`config.mk`:
```
export PLATFORM = sky130hd
export DESIGN_NAME = prio_code_change_fifo_flat
export DESIGN_NICKNAME = d
export VERILOG_FILES = /design/src/rtl/prio_code_change_fifo_if.sv /design/src/rtl/prio_code_change_fifo.sv /design/src/flat_wrapper.sv
export SDC_FILE = /design/constraint.sdc
export NUM_CORES = 1
export LEC_CHECK = 0
export CAP_MARGIN = 20
export CORE_MARGIN = 5
export CORE_UTILIZATION = 45
export CTS_CLUSTER_DIAMETER = 60
export DETAILED_ROUTE_END_ITERATION = 8
export PLACE_DENSITY = 0.76
export REMOVE_ABC_BUFFERS = 1
export SLEW_MARGIN = 10
export SYNTH_ARGS = -nofsm -noshare
export SYNTH_HDL_FRONTEND = slang
export SYNTH_SLANG_ARGS = --single-unit
export TNS_END_PERCENT = 100
```
`constraint.sdc`:
```
create_clock -name clk -period 4.8 [get_ports clk]
set_input_delay 0.96 -clock clk [delete_from_list [all_inputs] [get_ports clk]]
set_output_delay 0.96 -clock clk [all_outputs]
set_load 0.01 [all_outputs]
```
`src/rtl/prio_code_change_fifo_if.sv`:
```
// prio_code_change_fifo_if: code sample input, FWFT read port and status bundle
interface prio_code_change_fifo_if #(
  parameter int DEPTH  = 4,
  parameter int CODE_W = 8
);
  localparam int CW = $clog2(DEPTH) + 1;
  logic [CODE_W-1:0] code_in;
  logic              code_valid;
  logic              rd_en;
  logic              clr_ovf;
  logic [CODE_W-1:0] rd_data;
  logic              rd_valid;
  logic              full;
  logic [CW-1:0]     count;
  logic [7:0]        chg_cnt;
  logic              overflow;
  modport master (
    output code_in, code_valid, rd_en, clr_ovf,
    input  rd_data, rd_valid, full, count, chg_cnt, overflow
  );
  modport slave (
    input  code_in, code_valid, rd_en, clr_ovf,
    output rd_data, rd_valid, full, count, chg_cnt, overflow
  );
endinterface

```
`src/rtl/prio_code_change_fifo.sv`:
```
// prio_code_change_fifo: pushes each new encoder code into a FWFT FIFO, counts changes, flags drops
module prio_code_change_fifo #(
  parameter int              DEPTH         = 4,
  parameter int              CODE_W        = 8,
  parameter logic [CODE_W-1:0] NULL_CODE   = CODE_W'(8'hF0),
  parameter bit              SUPPRESS_NULL = 1'b0
) (
  input logic clk,
  input logic rst,
  prio_code_change_fifo_if.slave bus
);
  localparam int AW = $clog2(DEPTH);
  localparam int CW = AW + 1;
  logic [CODE_W-1:0] mem [DEPTH];
  logic [CODE_W-1:0] last_code;
  logic [AW-1:0]     rd_ptr, wr_ptr;
  logic [CW-1:0]     cnt;
  logic [7:0]        chg;
  logic              ovf;
  logic              change, push, pop, is_full, wr, drop;
  always_comb begin
    change  = bus.code_valid && (bus.code_in != last_code);
    push    = change && !(SUPPRESS_NULL && bus.code_in == NULL_CODE);
    pop     = bus.rd_en && (cnt != '0);
    is_full = cnt == CW'(DEPTH);
    wr      = push && (!is_full || pop);
    drop    = push && is_full && !pop;
  end
  always_ff @(posedge clk)
    if (!rst && wr) mem[wr_ptr] <= bus.code_in;
  always_ff @(posedge clk) begin
    if (rst) begin
      rd_ptr    <= '0;
      wr_ptr    <= '0;
      cnt       <= '0;
      chg       <= '0;
      ovf       <= 1'b0;
      last_code <= NULL_CODE;
    end else begin
      if (change) begin
        last_code <= bus.code_in;
        chg       <= chg + 8'd1;
      end
      if (wr) wr_ptr <= wr_ptr + AW'(1);
      if (pop) rd_ptr <= rd_ptr + AW'(1);
      cnt <= cnt + CW'(wr) - CW'(pop);
      ovf <= drop || (ovf && !bus.clr_ovf);
    end
  end
  // head and status come straight from state registers, never from this cycle's inputs
  assign bus.rd_valid = cnt != '0;
  assign bus.rd_data  = (cnt != '0) ? mem[rd_ptr] : '0;
  assign bus.full     = is_full;
  assign bus.count    = cnt;
  assign bus.chg_cnt  = chg;
  assign bus.overflow = ovf;
endmodule

```
`src/flat_wrapper.sv`:
```
// flat-port wrapper written by rule: the top's interface ports become plain ports
module prio_code_change_fifo_flat 
#(
  parameter int              DEPTH         = 4,
  parameter int              CODE_W        = 8,
  parameter logic [CODE_W-1:0] NULL_CODE   = CODE_W'(8'hF0),
  parameter bit              SUPPRESS_NULL = 1'b0
)
  (clk, rst, bus_code_in, bus_code_valid, bus_rd_en, bus_clr_ovf, bus_rd_data, bus_rd_valid, bus_full, bus_count, bus_chg_cnt, bus_overflow);
  prio_code_change_fifo_if #(.DEPTH(DEPTH), .CODE_W(CODE_W)) bus_i ();
  input logic clk;
  input logic rst;
  input wire logic [$bits(bus_i.code_in)-1:0] bus_code_in;
  input wire logic [$bits(bus_i.code_valid)-1:0] bus_code_valid;
  input wire logic [$bits(bus_i.rd_en)-1:0] bus_rd_en;
  input wire logic [$bits(bus_i.clr_ovf)-1:0] bus_clr_ovf;
  output wire logic [$bits(bus_i.rd_data)-1:0] bus_rd_data;
  output wire logic [$bits(bus_i.rd_valid)-1:0] bus_rd_valid;
  output wire logic [$bits(bus_i.full)-1:0] bus_full;
  output wire logic [$bits(bus_i.count)-1:0] bus_count;
  output wire logic [$bits(bus_i.chg_cnt)-1:0] bus_chg_cnt;
  output wire logic [$bits(bus_i.overflow)-1:0] bus_overflow;
  assign bus_i.code_in = bus_code_in;
  assign bus_i.code_valid = bus_code_valid;
  assign bus_i.rd_en = bus_rd_en;
  assign bus_i.clr_ovf = bus_clr_ovf;
  assign bus_rd_data = bus_i.rd_data;
  assign bus_rd_valid = bus_i.rd_valid;
  assign bus_full = bus_i.full;
  assign bus_count = bus_i.count;
  assign bus_chg_cnt = bus_i.chg_cnt;
  assign bus_overflow = bus_i.overflow;
  prio_code_change_fifo #(.DEPTH(DEPTH), .CODE_W(CODE_W), .NULL_CODE(NULL_CODE), .SUPPRESS_NULL(SUPPRESS_NULL)) u_core (.clk(clk), .rst(rst), .bus(bus_i));
endmodule
```
==> impl_metrics.toml <==
[grt]
grt-ovfl-total = 0
grt_max_degree = 34
grt_first_pass_wirelength_mm = 7.638
grt_pass1_vias = 1507
antenna_found_initial = 0
gr-usage-all-layers = 0.1422

[final_layout]
drive_gt1_frac = 0.1304
layout_commonest_cell = "clkdlybuf4s50_1"
postLayoutCellArea_mm2 = 0.003083
nNetsFinal = 246
mostFrequentLayoutCells = "34 x clkdlybuf4s50_1, 32 x edfxtp_1, 26 x dfxtp_1"
num_antenna_cells = 0
area_delta_synth_final_pct = 24.57
fin_cells = 302
postLayoutCoreUtil = 0.5668

[min_path]
hold_class = "reg2reg"

[timing]
fin_crit_sh = 0.6612
fin_skew_ps = 5.032
tns_ps = 0
hold_viol_final = 0
finalMaxSlewViolations = 0
fmax_ghz = 0.3151
worst_pin_slew_ps = 592.6
setup_viol = 0
max_slew_margin = 0.6034
grt_setup_unrepaired = "no"
period_minus_slack_ps = 3174

[cts]
cts_tree = "yes"
cts_sinks = 58
clk_path_buf_depth = 2
htree_levels = 3
cts-hold-fix-buffers = 0
clk_pin_slew_ps = 60
cts_setup_buffers = 0
cts_buffers = 9
cts_root_buf = "clkbuf_8"
cts_resized = 0
worstSkewPairLatency_ps = 320

[pwr]
ir_worst_vdd_uv = 236.0
p_leak_nw = 1.074
p_total_mw = 1.452
p_per_area_mw_per_mm2 = 471.1

[die]
dieArea_mm2 = 0.007083
die_w_um = 84.16
io_pins = 35
die_h_um = 84.16
core-area_mm2 = 0.005439
initial_core_util = 0.4550
num_rows = 27

[logic_synthesis]
synth_flop_cell = "edfxtp_1"
yosysWarnings = 0
ys_seq_elements = 58
async_flop_share = 0
synth.yosys.seq_area_share = 0.5986
synthTopCellsByArea = "edfxtp_1 39%, dfxtp_1 21%, mux4_2 7.3%"
syn-mean-instance-area_um2 = 13.31
synthDistinctLibCells = 34
syn-instance-count = 186
yosysTopAreaCellShare = 0.3883
yosysTopAreaCell = "edfxtp_1"
synth_edf_count = 32
netlist_area_mm2 = 0.002475

[worst_setup_path]
critPathMaxFanout = 8
rrSetupSlack_ps = 2430
worstPathArrival_ps = 2210
cp-start-kind = "flip-flop"
critPathRequiredTime_ps = 3840
worst_path_max_delay_cell = "dfxtp_1"
end_kind = "output port"
path_class = "reg2out"
slowest_delay_ps = 690
cp_num_buf_inv = 1
path_delay_family = "flip-flops"
crit_chain = "mux4_2 -> and2_1 -> clkdlybuf4s50_1"

[outcome]
status = "finished, final reports clean"

[placement]
dp_hpwl_mm = 2.996
gp_congestion = 0.7690
port_buffers = 34
dp_cells = 286
place_area_mm2 = 0.002874

[drt]
route.detailed.drc = 0
routedWlPerCell_um = 14.93
dr.first_iter.drc_count = 52
viasPerCell = 5.003
dr_total_vias = 1511
firstDrtPassIters = 4
wl_mm = 4.509
drtAntennaViolNets = 0

[flow_run]
maxCapViolCount = 0
==> metrics by stage <==
stage          hold WS (ps)  worst slack [ps]
2_1_floorplan         480.7              2187
3_3_place_gp          469.2              1444
3_5_place_dp          478.2              1371
6_report              488.3              1626
5_1_grt               528.7              1469
4_1_cts               491.0              1572
==> routing by layer <==
metal	wire length, µm	part of all wire	vias to the layer above	track usage
met5	0	0	-	0
met4	25	0.0055	0	0.04386
met3	205	0.045	2	0.06084
met2	2232	0.50	33	0.2238
met1	2046	0.45	733	0.1782
li1	-	-	743	-
==> registers in the layout, indices dropped and copies added, names as in the netlist, named ones only <==
signal	cells
u_core.bus.overflow	1
u_core.rd_ptr	2
u_core.bus.count	3
u_core.last_code	8
u_core.wr_ptr	2
u_core.bus.chg_cnt	8
u_core.mem	32
==> cell type report <==
type                            count  area (µm²)
Sequential cell                    58        1481
Inverter                            5       18.77
Fill cell                         450        2356
Clock inverter                      6       81.33
Tap cell                           72       90.09
Timing Repair Buffer               35       347.8
Multi-Input combinational cell    116       935.9
Clock buffer                       10       127.6
==> report_power, final <==
group | switching [mW] | internal (mW)
Clock | 0.185 | 0.289
Sequential | 0.0464 | 0.566
Combinational | 0.150 | 0.217
==> logic make-up after synthesis <==
kind of cell,Yosys count,synth area share
buffers and inverters,12,0.02325
XOR/XNOR,14,0.04954
AO/OA/AOI/OAI,16,0.03994
AND/OR/NAND/NOR,62,0.1375
adder cells (fa/ha/maj),8,0.04348
multiplexers,16,0.1077
flip-flops,58,0.5986
==> synth_stat cells, types with 5 or more instances <==
cell      instances
mux2i_1           6
a21oi_1           9
clkbuf_1          5
dfxtp_1          26
edfxtp_1         32
nand2_1           5
xnor2_1          10
and2_1           13
nor2_1           19
inv_1             5
ha_1              7
nor3_1            6
mux4_2            8
==> worst paths after layout <==
| path | start | to | cells past startpoint |
|---|---|---|---|
| setup / recovery | flip-flop | bus_rd_data[1] | 3 |
| hold / removal | u_core.bus.overflow | u_core.bus.overflow | 2 |
| setup reg to reg | u_core.bus.count[0] | u_core.bus.count[2] | 9 |
| hold reg to reg | u_core.bus.overflow | u_core.bus.overflow | 2 |
==> worst register-to-register path, delay by kind of cell (launching register included) <==
| kind | cells | cell delay [ps] |
|---|---|---|
| xor gates and xnor gates | 1 | 170 |
| adders and majority gates | 3 | 770 |
| buffers and inverters | 2 | 100 |
| and+or+nand+nor | 3 | 870 |
| DFF | 1 | 330 |
(Power assumes the default switching activity.)
